$ cat src/rtl/vga_timing_gen_if.sv
// rtl/vga_timing_gen_if.sv - raster interface between the VGA timing generator and pixel sources
interface vga_timing_gen_if;
  logic        clk_en;
  logic [9:0]  hcount;
  logic [9:0]  vcount;
  logic        vga_hs;
  logic        vga_vs;
  logic        vga_blank_n;
  logic        vga_sync_n;
  logic        line_start;
  logic        frame_start;
  logic [15:0] frame_count;

  modport master (
    input  clk_en,
    output hcount, vcount, vga_hs, vga_vs, vga_blank_n, vga_sync_n,
           line_start, frame_start, frame_count
  );

  modport slave (
    output clk_en,
    input  hcount, vcount, vga_hs, vga_vs, vga_blank_n, vga_sync_n,
           line_start, frame_start, frame_count
  );
endinterface

$ cat src/rtl/vga_timing_gen.sv
// rtl/vga_timing_gen.sv - VGA raster counters with latency-matched sync/blank
// Optional frame counter enabled by defining VGA_FRAME_COUNTER_EN.
module vga_timing_gen #(
  parameter int H_VISIBLE     = 640,
  parameter int H_FP          = 16,
  parameter int H_SYNC        = 96,
  parameter int H_BP          = 48,
  parameter int V_VISIBLE     = 480,
  parameter int V_FP          = 10,
  parameter int V_SYNC        = 2,
  parameter int V_BP          = 33,
  parameter int PIXEL_LATENCY = 1
) (
  input logic              vga_clk,
  input logic              reset,
  vga_timing_gen_if.master vga
);

  localparam int H_TOTAL = H_VISIBLE + H_FP + H_SYNC + H_BP;
  localparam int V_TOTAL = V_VISIBLE + V_FP + V_SYNC + V_BP;

  localparam logic [9:0]  H_LAST   = 10'(H_TOTAL - 1);
  localparam logic [9:0]  V_LAST   = 10'(V_TOTAL - 1);
  localparam logic [10:0] H_VIS    = 11'(H_VISIBLE);
  localparam logic [10:0] HS_START = 11'(H_VISIBLE + H_FP);
  localparam logic [10:0] HS_END   = 11'(H_VISIBLE + H_FP + H_SYNC);
  localparam logic [10:0] V_VIS    = 11'(V_VISIBLE);
  localparam logic [10:0] VS_START = 11'(V_VISIBLE + V_FP);
  localparam logic [10:0] VS_END   = 11'(V_VISIBLE + V_FP + V_SYNC);

  // {hs, vs, blank_n} value the pipeline holds outside active video
  localparam logic [2:0] IDLE = 3'b110;

  if (H_TOTAL > 1024 || V_TOTAL > 1024) begin : g_total_err
    $error("vga_timing_gen: H_TOTAL and V_TOTAL must not exceed 1024");
  end
  if (PIXEL_LATENCY < 0 || PIXEL_LATENCY > 4) begin : g_latency_err
    $error("vga_timing_gen: PIXEL_LATENCY must be within 0..4");
  end

  logic [9:0] hcount_q;
  logic [9:0] vcount_q;
  logic       h_last;
  logic       v_last;

  assign h_last = (hcount_q == H_LAST);
  assign v_last = (vcount_q == V_LAST);

  always_ff @(posedge vga_clk) begin
    if (reset) begin
      hcount_q <= '0;
      vcount_q <= '0;
    end else if (vga.clk_en) begin
      if (h_last) begin
        hcount_q <= '0;
        vcount_q <= v_last ? '0 : vcount_q + 10'd1;
      end else begin
        hcount_q <= hcount_q + 10'd1;
      end
    end
  end

  logic [10:0] h_ext;
  logic [10:0] v_ext;
  logic [2:0]  stage0;
  logic [2:0]  sync_out;

  assign h_ext  = {1'b0, hcount_q};
  assign v_ext  = {1'b0, vcount_q};
  assign stage0 = {!(h_ext >= HS_START && h_ext < HS_END),
                   !(v_ext >= VS_START && v_ext < VS_END),
                   (h_ext < H_VIS) && (v_ext < V_VIS)};

  // Sync/blank trail the counters by the pixel source read latency
  if (PIXEL_LATENCY == 0) begin : g_no_delay
    assign sync_out = stage0;
  end else if (PIXEL_LATENCY > 0) begin : g_delay
    logic [2:0] pipe [PIXEL_LATENCY];

    always_ff @(posedge vga_clk) begin
      if (reset) begin
        for (int i = 0; i < PIXEL_LATENCY; i++) pipe[i] <= IDLE;
      end else if (vga.clk_en) begin
        pipe[0] <= stage0;
        for (int i = 1; i < PIXEL_LATENCY; i++) pipe[i] <= pipe[i-1];
      end
    end

    assign sync_out = pipe[PIXEL_LATENCY-1];
  end else begin : g_bad_latency
    assign sync_out = IDLE;
  end

  assign vga.hcount      = hcount_q;
  assign vga.vcount      = vcount_q;
  assign vga.vga_hs      = sync_out[2];
  assign vga.vga_vs      = sync_out[1];
  assign vga.vga_blank_n = sync_out[0];
  assign vga.vga_sync_n  = 1'b0;
  assign vga.line_start  = vga.clk_en && !reset && (hcount_q == '0);
  assign vga.frame_start = vga.clk_en && !reset && (hcount_q == '0) && (vcount_q == '0);

`ifdef VGA_FRAME_COUNTER_EN
  logic [15:0] frame_count_q;

  always_ff @(posedge vga_clk) begin
    if (reset) begin
      frame_count_q <= '0;
    end else if (vga.clk_en && h_last && v_last) begin
      frame_count_q <= frame_count_q + 16'd1;
    end
  end

  assign vga.frame_count = frame_count_q;
`else
  assign vga.frame_count = '0;
`endif

endmodule

$ cat src/flat_wrapper.sv
// flat-port wrapper written by rule: the top's interface ports become plain ports
module vga_timing_gen_flat 
#(
  parameter int H_VISIBLE     = 640,
  parameter int H_FP          = 16,
  parameter int H_SYNC        = 96,
  parameter int H_BP          = 48,
  parameter int V_VISIBLE     = 480,
  parameter int V_FP          = 10,
  parameter int V_SYNC        = 2,
  parameter int V_BP          = 33,
  parameter int PIXEL_LATENCY = 1
)
  (vga_clk, reset, vga_clk_en, vga_hcount, vga_vcount, vga_vga_hs, vga_vga_vs, vga_vga_blank_n, vga_vga_sync_n, vga_line_start, vga_frame_start, vga_frame_count);
  vga_timing_gen_if vga_i ();
  input logic vga_clk;
  input logic reset;
  input wire logic [$bits(vga_i.clk_en)-1:0] vga_clk_en;
  output wire logic [$bits(vga_i.hcount)-1:0] vga_hcount;
  output wire logic [$bits(vga_i.vcount)-1:0] vga_vcount;
  output wire logic [$bits(vga_i.vga_hs)-1:0] vga_vga_hs;
  output wire logic [$bits(vga_i.vga_vs)-1:0] vga_vga_vs;
  output wire logic [$bits(vga_i.vga_blank_n)-1:0] vga_vga_blank_n;
  output wire logic [$bits(vga_i.vga_sync_n)-1:0] vga_vga_sync_n;
  output wire logic [$bits(vga_i.line_start)-1:0] vga_line_start;
  output wire logic [$bits(vga_i.frame_start)-1:0] vga_frame_start;
  output wire logic [$bits(vga_i.frame_count)-1:0] vga_frame_count;
  assign vga_i.clk_en = vga_clk_en;
  assign vga_hcount = vga_i.hcount;
  assign vga_vcount = vga_i.vcount;
  assign vga_vga_hs = vga_i.vga_hs;
  assign vga_vga_vs = vga_i.vga_vs;
  assign vga_vga_blank_n = vga_i.vga_blank_n;
  assign vga_vga_sync_n = vga_i.vga_sync_n;
  assign vga_line_start = vga_i.line_start;
  assign vga_frame_start = vga_i.frame_start;
  assign vga_frame_count = vga_i.frame_count;
  vga_timing_gen #(.H_VISIBLE(H_VISIBLE), .H_FP(H_FP), .H_SYNC(H_SYNC), .H_BP(H_BP), .V_VISIBLE(V_VISIBLE), .V_FP(V_FP), .V_SYNC(V_SYNC), .V_BP(V_BP), .PIXEL_LATENCY(PIXEL_LATENCY)) u_core (.vga_clk(vga_clk), .reset(reset), .vga(vga_i));
endmodule
$ cat config.mk
export PLATFORM = sky130hd
export DESIGN_NAME = vga_timing_gen_flat
export DESIGN_NICKNAME = d
export VERILOG_FILES = /design/src/rtl/vga_timing_gen_if.sv /design/src/rtl/vga_timing_gen.sv /design/src/flat_wrapper.sv
export SDC_FILE = /design/constraint.sdc
export NUM_CORES = 1
export LEC_CHECK = 0
export BUFFER_PORTS_ARGS = -buffer_cell sky130_fd_sc_hd__buf_2
export CORE_AREA = 2 2 66 49
export DETAILED_ROUTE_END_ITERATION = 10
export DIE_AREA = 0 0 68 51
export HOLD_SLACK_MARGIN = 0.02
export PLACE_DENSITY = 0.77
export REMOVE_ABC_BUFFERS = 1
export SLEW_MARGIN = 10
export SYNTH_ARGS = -nofsm -noshare
export SYNTH_HDL_FRONTEND = slang
export SYNTH_SLANG_ARGS = --single-unit
$ cat constraint.sdc
create_clock -name vga_clk -period 2.2 [get_ports vga_clk]
set_input_delay 0.44 -clock vga_clk [delete_from_list [all_inputs] [get_ports vga_clk]]
set_output_delay 0.44 -clock vga_clk [all_outputs]
set_load 0.02 [all_outputs]
# --- Yosys cells after proc, flatten, opt, wreduce, memory -nomap -nowiden ---
# Memory sizes are Yosys's and may differ from the RTL's.
# Cells that the tools add are included.
totals:
  reg_bits: 20
  ram_bits: 3
  input_bits: 3
  word_cells: 35
  memories: 1
memory_table:
  columns: ["name", "depth", "word_bits", "read_ports", "rd_clocked_by_memory_dff", "wr", "line_no", "source"]
  rows:
  - ["u_core.g_delay.pipe", 1, 3, 1, 0, 1, "vga_timing_gen.sv:78", "logic [2:0] pipe [PIXEL_LATENCY];"]
classes:
  add_sub_neg: 2
  n_lt_le_gt_ge: 6
  n_eq_ne: 2
  n_mux: 9
  reduce_logical: 13
ops:
  columns: ["cell", "n"]
  rows:
  - ["$add A10 B1 Y10 const B", 2]
  - ["$eq A10 B10 Y1 const B", 2]
  - ["$logic_not A10 Y1", 2]
  - ["$lt A10 B10 Y1 const B", 2]
  - ["$lt A10 B9 Y1 const B", 2]
  - ["$mux W10", 2]
  - ["$ge A10 B10 Y1 const B", 1]
  - ["$ge A10 B9 Y1 const B", 1]
  - ["$logic_and A1 B1 Y1", 6]
  - ["$mux W1", 6]
  - ["$logic_not A1 Y1", 3]
  - ["$mux W3", 1]
  - ["$reduce_or A3 Y1", 1]
  - ["$reduce_and A2 Y1", 1]

# --- Logic depth before layout (Yosys ltp) ---
# Gate-level depths: netlist of run 1.
logic_depth:
  depth_word: 5
  ltp_mapped: 6
  mapped_depth_nobuf: 6

# --- Least setup slack after synthesis of run 1 ---
# OpenSTA, ideal clock, no wires.
synth_path:
  kind: "input -> output"
  start: "input port vga_clk_en"
  end: "output port vga_frame_start"
  arrival_time_ps: 1545
  required_time_ps: 1760
  slack_ps: 215
  stages: 5
  n_path_buf: 1
  cell_sequence: "clkbuf_1 nand2b_1 nor2_1 and4_1 and4_1"
synth_via:
  elab_chain_cells: 3
synth_rtl:
  columns: ["item", "line_no", "source"]
  rows:
  - ["start, declared", "flat_wrapper.sv:18", "input wire logic [$bits(vga_i.clk_en)-1:0] vga_clk_en;"]
  - ["$logic_and A1 B1 Y1 (2 in series)", null, null]
  - ["via vga_line_start", "flat_wrapper.sv:25", "output wire logic [$bits(vga_i.line_start)-1:0] vga_line_start;"]
  - ["$logic_and A1 B1 Y1", "vga_timing_gen.sv:101", "assign vga.frame_start = vga.clk_en && !reset && (hcount_q == '0) && (vcount_q == '0);"]
  - ["end, declared", "flat_wrapper.sv:26", "output wire logic [$bits(vga_i.frame_start)-1:0] vga_frame_start;"]
# The timed path passes the listed nets, and every way through them passes these cells.

# --- Final worst setup path of run 1 ---
layout_path:
  start: "register u_core.hcount_q[2] (netlist: u_core.vga.hcount[2])"
  end: "output port vga_frame_start"
layout_via:
  elab_chain_cells: 3
layout_rtl:
  columns: ["item", "line_no", "source"]
  rows:
  - ["start, declared", "vga_timing_gen.sv:41", "logic [9:0] hcount_q;"]
  - ["start signal, assigned", "vga_timing_gen.sv:58", "hcount_q <= hcount_q + 10'd1;"]
  - ["$logic_not A10 Y1", "vga_timing_gen.sv:101", null]
  - ["$logic_and A1 B1 Y1 (2 in series)", "vga_timing_gen.sv:101", null]
# Every way passes these cells.

==> implementation parameters, run 1 <==
Parameter                              Value

Timing
  Worst Max-Slew Pin Slew    585.6 ps
  Final period demand of the worst path    2006 ps
  Count of pins over their slew limit    0
  Setup TNS    0 ps
  Headroom to the max-slew limit    about 61%
  Final-layout worst hold slack    approximately 520 ps
  Final setup violating endpoints    0
  Clock skew after layout    6.515 ps
  Post-route fraction of the period consumed by the critical path    91.18%
  RSZ-0062 raised after global routing    false
  Achievable Freq    498.5 MHz
  Hold Vio Cnt, Final    0

Pwr
  Leak Pwr    between 0.6 and 0.7 nW
  Max IR drop VDD    0.0005025 V
  Power Density    ~510 mW/mm^2

Yosys
  Dominant register cell in the synthesized netlist    dfxtp_1
  Number of enable-type register cells in the synthesized netlist    3
  Share of synthesized area occupied by flip-flops and latches    35.86%
  Post-synthesis instance total    approximately 160
  Proportion of synthesized flip-flops having asynchronous set or reset    0%
  Number of synthesized register bits    23
  Avg Synthesized Cell Area    8.442 sq um
  Number of synthesis warnings    0
  Library cells used by synthesis    35
  Cell area after synthesis    0.001368 sq mm

CTS
  Largest buffer count on any clock path    2
  Post-cts hold buffer count    0
  Clock tree from TritonCTS    done
  Number of levels in the clock H-tree    1
  TritonCTS Buffers    3
  Clock root buffer    clkbuf_8
  Register clock-pin slew on the reported worst setup and hold paths    around 70 ps
  Latest clock arrival within the worst-skew pair    roughly 270 ps
  CTS sink count    23

Critical path
  R2r setup slk    260 ps
  Biggest fanout along the worst timing path    9
  Cell seen most often among critical-path stages    and4_1
  Worst path required time    approximately 1800 ps
  Critical path start-end classification    reg -> out
  Arrival time reported for the critical path endpoint    roughly 1600 ps
  CP endpoint kind    output pin
  Critical path launch point type    register
  Largest stage delay on the critical path    400 ps
  Critical path cell sequence    nor4_1 > and4_1 > and4_1 > buf_2
  Master of the slowest instance on the critical path    dfxtp_1

Drt
  Ratio of routed vias to standard cells    ~5.3
  Post-detailed-route wirelength per cell    12.77 um
  Starting DRT DRC Count    34
  Number of vias after detailed routing    1190
  Number of iterations in the first detailed-routing pass    4
  Final ANT Viol Nets    0
  DRC violations left    0
  Detailed Route WL    about 2.9 mm

Die
  Die area    about 0.0035 sq mm
  Number of cell rows    17
  Chip Height    a little over 50 um
  Core region area    ~0.0029 sq mm
  Initial core utilization    46.59%
  Die W    just under 70 um
  Boundary pin count    45

Layout
  Ratio of cells with drive above 1 in the final layout    20.32%
  Final #Nets    slightly below 200
  Area Growth Syn to Fin    10.61%
  Number of diodes    0
  Count of filler cells inserted in the layout    between 200 and 300

Global route
  First-pass GRT wire length    roughly 4.5 mm
  Number of global-route vias before repair    ~960
  Maximum number of pins on one net before global-route repair    17
  Initial antenna violation count    0
  Remaining global-route overflow    0
  Total routing usage reported by global routing    between 10% and 20%

Placed design
  Weighted congestion at the end of routability-driven global placement    around 0.91
  HPWL after detailed placement    2.100 mm
  IO buf count    27

Outcome
  Result of the run    finished, final reports clean

Hold path
  Class of the worst hold path    in -> reg

Run
  Max_cap viols    0
==> synth_stat cells, types with 2 or more instances <==
cell type,instances,area [sq um]
a21oi_1,7,35.03
and4_1,3,26.28
buf_4,19,142.6
clkbuf_1,4,15.01
dfxtp_1,20,400.4
edfxtp_1,3,90.09
ha_1,5,62.56
inv_1,6,22.52
nand2_1,7,26.28
nand2b_1,3,18.77
nand3_1,9,45.04
nand4_1,12,75.07
nor2_1,11,41.29
nor2b_1,2,12.51
nor3_1,13,65.06
nor4_1,5,31.28
o21ai_0,3,15.01
o31ai_1,2,15.01
or3_1,2,12.51
xnor2_1,6,52.55
xor2_1,6,52.55
==> per-layer routing <==
metal  GRT usage [%]  wire length [um]
met5               0                 0
met4           4.000                20
met3           4.626               197
met2           25.73              1270
met1           25.58              1385
==> critical path: cells and delay by family (launching register included) <==
family                 cells  cell delay (ps)
AND/OR/NAND/NOR            3              740
flip-flops                 1              400
buffers and inverters      1              160
==> state kept, by name (all words and copies together) (netlist names) <==
name and flops:
u_core.vga.hcount 10, u_core.vga.vcount 10, u_core.g_delay.pipe 3
==> power by group <==
part / internal, mW / switching [mW]
registers: 0.431 / 0.00456
clock network: 0.129 / 0.133
logic: 0.0168 / 0.0580
==> per-stage QoR <==
| step | cells | worst slack (ps) | total power, mW | utilization [%] | instance area (sq um) |
|---|---|---|---|---|---|
| after detailed placement | 221 | 307.0 | 0.5186 | 49.83 | 1463 |
| after CTS | 225 | 110.1 | 0.7735 | 51.36 | 1508 |
| final | 225 | 194.0 | 0.7725 | 51.53 | 1513 |
| after global routing | 225 | 60.90 | 0.8093 | 51.53 | 1513 |
| after global placement | 221 | 339.4 | 0.5177 | 49.83 | 1463 |
| after floorplan | 154 | 287.3 | 0.4966 | - | 1265 |
==> cell families after synthesis <==
group	count (synthesis)	share of synthesized area (%)
mux	1	0.7320
buf+inv	30	13.54
flops	23	35.86
compound gates	14	5.946
other cells	1	0.2742
simple gates	76	31.38
fa+ha+maj	5	4.575
xor+xnor	12	7.685
==> cell usage in the layout, fill, tap and decap left out, types with 6 or more instances in the layout <==
master	count
inv_1	6
nand2_1	7
a21oi_1	7
dfxtp_1	20
xor2_1	6
conb_1	17
nand3_1	9
nand4_1	12
nor3_1	12
nor2_1	11
xnor2_1	6
buf_2	27
==> cell type report <==
cell class | count | area [sq um] | share of cell area, %
well taps | 38 | 47.55 | 3.143
clock buffers | 4 | 45.04 | 2.978
repair buffers | 29 | 150.1 | 9.926
inverters | 6 | 22.52 | 1.489
multi-input cells | 125 | 757.0 | 50.04
flip-flops and latches | 23 | 490.5 | 32.42
==> path summary, 6_finish.rpt <==
| check | startpoint | to | cells after the start |
|---|---|---|---|
| setup / recovery | u_core.vga.hcount[2] | vga_frame_start | 4 |
| hold / removal | vga_clk_en | u_core.vga.hcount[0] | 3 |
| setup reg to reg | u_core.vga.hcount[6] | u_core.vga.vcount[9] | 4 |
| hold reg to reg | u_core.vga.hcount[1] | u_core.vga.hcount[1] | 2 |
==> timing repair <==
| item | CTS | global route |
|---|---|---|
| endpoints found under the setup margin | 0 | 1 |
| setup buffers | 0 | 0 |
| resized for setup | 0 | 1 |
Power figures use the tool's default switching activity.
==> run 2: changes to the inputs <==
- CELL_PAD_IN_SITES_DETAIL_PLACEMENT: not set -> 0
- CELL_PAD_IN_SITES_GLOBAL_PLACEMENT: not set -> 2
- CORE_AREA: 2 2 66 49 -> 2 2 87 64
- DIE_AREA: 0 0 68 51 -> 0 0 89 66
- PLACE_DENSITY: 0.77 -> not set
- PLACE_DENSITY_LB_ADDON: not set -> 0.1
==> implementation parameters, run 2 (synthesis results as in run 1) <==
Parameter                              Value

Outcome
  Result of the run    finished, final reports clean

Die
  Die area    0.005874 sq mm (+69%)
  Die W    89 um (+31%)
  Number of cell rows    22 (+5)
  Boundary pin count    45 (unchanged)
  Chip Height    66 um (+29%)
  Core region area    0.005065 sq mm (+73%)
  Initial core utilization    27.00% (-20 points)

Pwr
  Combinational fraction of design power    9.8% (about the same)
  Switching share of power    27.01% (+1.7 points)
  Cell-internal power    578.4 uW (+0.24%)
  Total Power    792.4 uW (+2.6%)
  Max IR drop VDD    0.0001679 V (-67%)
  Clock share of power    35.3% (+1.3 points)
  Relative contribution of sequential cells to total power    54.9% (-1.4 points)
  Leak Pwr    0.6286 nW (+3.5%)
  Power Density    499.9 mW/mm^2 (-2.1%)
  Total net switching power    214.1 uW (+9.5%)

Critical path
  Critical path launch point type    register
  R2r setup slk    210 ps (-50 ps)
  Launching point of the worst reg2reg path    u_core.vga.hcount[6]
  CP endpoint kind    output pin
  Worst path required time    1760 ps (about the same)
  Worst r2r dst    u_core.vga.vcount[9]
  Arrival time reported for the critical path endpoint    1610 ps (+40 ps)
  Cells on worst reg2reg path    4 (unchanged)
  Biggest fanout along the worst timing path    8 (-1)
  Critical path start-end classification    reg -> out

CTS
  CTS sink count    23 (unchanged)
  TritonCTS Buffers    3 (unchanged)
  Number of gates resized after cts    0 (unchanged)
  Setup bufs post-CTS    0 (unchanged)
  Number of levels in the clock H-tree    1 (unchanged)
  Latest clock arrival within the worst-skew pair    270 ps (about the same)
  Clock root buffer    clkbuf_8
  Largest buffer count on any clock path    2 (unchanged)
  Post-cts hold buffer count    0 (unchanged)
  Register clock-pin slew on the reported worst setup and hold paths    90 ps (+20 ps)
  Clock tree from TritonCTS    done

Global route
  Initial antenna violation count    0 (unchanged)
  Total routing usage reported by global routing    13.31% (-4.2 points)
  Remaining global-route overflow    0 (unchanged)
  Maximum number of pins on one net before global-route repair    17 (unchanged)
  First-pass GRT wire length    5.899 mm (+30%)
  Number of global-route vias before repair    1101 (+15%)

Drt
  Final ANT Viol Nets    0 (unchanged)
  Number of vias after detailed routing    1222 (+2.7%)
  Starting DRT DRC Count    71 (+110%)
  DRC violations left    0 (unchanged)
  Post-detailed-route wirelength per cell    14.13 um (+11%)
  Detailed Route WL    3.717 mm (+29%)
  Ratio of routed vias to standard cells    4.646 (-12%)
  Number of iterations in the first detailed-routing pass    4 (unchanged)

Timing
  Final period demand of the worst path    2053 ps (+46.68 ps)
  Final setup violating endpoints    0 (unchanged)
  Final-layout worst hold slack    524.3 ps (+2.195 ps)
  Count of pins over their slew limit    0 (unchanged)
  Hold Vio Cnt, Final    0 (unchanged)
  Achievable Freq    487.2 MHz (-2.3%)
  Clock skew after layout    4.701 ps (-1.813 ps)
  RSZ-0062 raised after global routing    false
  Post-route fraction of the period consumed by the critical path    93.30% (+2.1 points)
  Setup TNS    0 ps (unchanged)

Layout
  Most common library cell in the layout ignoring fill and taps    buf_2
  Area Growth Syn to Fin    15.92%
  Most frequent cells in the layout    27 x buf_2, 20 x dfxtp_1, 17 x conb_1
  Number of diodes    0 (unchanged)
  Ratio of cells with drive above 1 in the final layout    21.99% (+1.7 points)
  Count of filler cells inserted in the layout    575 (+99%)
  Final #Nets    200 (+2.0%)
  Total area of multi-input combinational cells    757.0 sq um (unchanged)
  Sequential cell area    490.5 sq um (unchanged)

Placed design
  Weighted congestion at the end of routability-driven global placement    0.7671 (-16%)
  HPWL after detailed placement    2.809 mm (+34%)
  IO buf count    27 (unchanged)

Hold path
  Number of instances on the worst hold path    3 (unchanged)
  Class of the worst hold path    in -> reg
  Hold Startpoint    vga_clk_en
  Worst Hold End    u_core.vga.hcount[1]

Run
  Max_cap viols    0 (unchanged)
run 2: changes by cell type in the layout (fill, tap and decap cells not counted), sizes merged:
cell / delta
buf: +4
run 2: worst max-delay path by stage:
stage,from,to,depth (start not counted)
finish,u_core.vga.hcount[6],vga_frame_start,4
CTS,u_core.vga.hcount[6],vga_frame_start,4
global route,u_core.vga.hcount[6],vga_frame_start,4
floorplan,u_core.vga.hcount[6],u_core.vga.vcount[9],4
global placement,u_core.vga.hcount[4],u_core.vga.vcount[9],4
detailed placement,u_core.vga.hcount[6],u_core.vga.vcount[9],4
run 2: per-layer routing:
metal  up-vias  track usage (%)  part of all wire, %
li1        601                -                    -
met1       570            20.63                   53
met2        47            17.63                   39
met3         4            3.246                  6.9
met4         0            4.104                 0.73
met5         -                0                    0
run 2: power by group through the flow:
stage / clock [mW] / sequential [mW] / combinational, mW
after floorplan: 0 / 0.453 / 0.0440
after global placement: 0 / 0.444 / 0.0778
after detailed placement: 0 / 0.445 / 0.0773
after CTS: 0.285 / 0.435 / 0.0775
after global routing: 0.300 / 0.436 / 0.0856
final: 0.280 / 0.435 / 0.0776
run 2: metrics by stage:
| stage | worst slack, ps | instances | cell area (sq um) | utilization [%] |
|---|---|---|---|---|
| 3_5_place_dp | 256.1 | 259 | 1535 | 30.31 |
| 5_1_grt | 48.06 | 263 | 1585 | 31.30 |
| 4_1_cts | 49.23 | 263 | 1580 | 31.20 |
| 2_1_floorplan | 287.3 | 154 | 1265 | - |
| 3_3_place_gp | 269.1 | 259 | 1535 | 30.31 |
| 6_report | 147.3 | 263 | 1585 | 31.30 |
run 2: final cells by class:
type	instances	area share [%]
timing repair buffer	33	11.37
multi-input combinational	125	47.75
clock buffer	4	2.841
tap	72	5.683
sequential	23	30.94
inverter	6	1.421
run 2: worst max-delay path: stages, from the launching register on:
cell and delay, ps:
dfxtp_1 410, nor3_2 320, and4_1 280, and4_1 180, buf_2 160
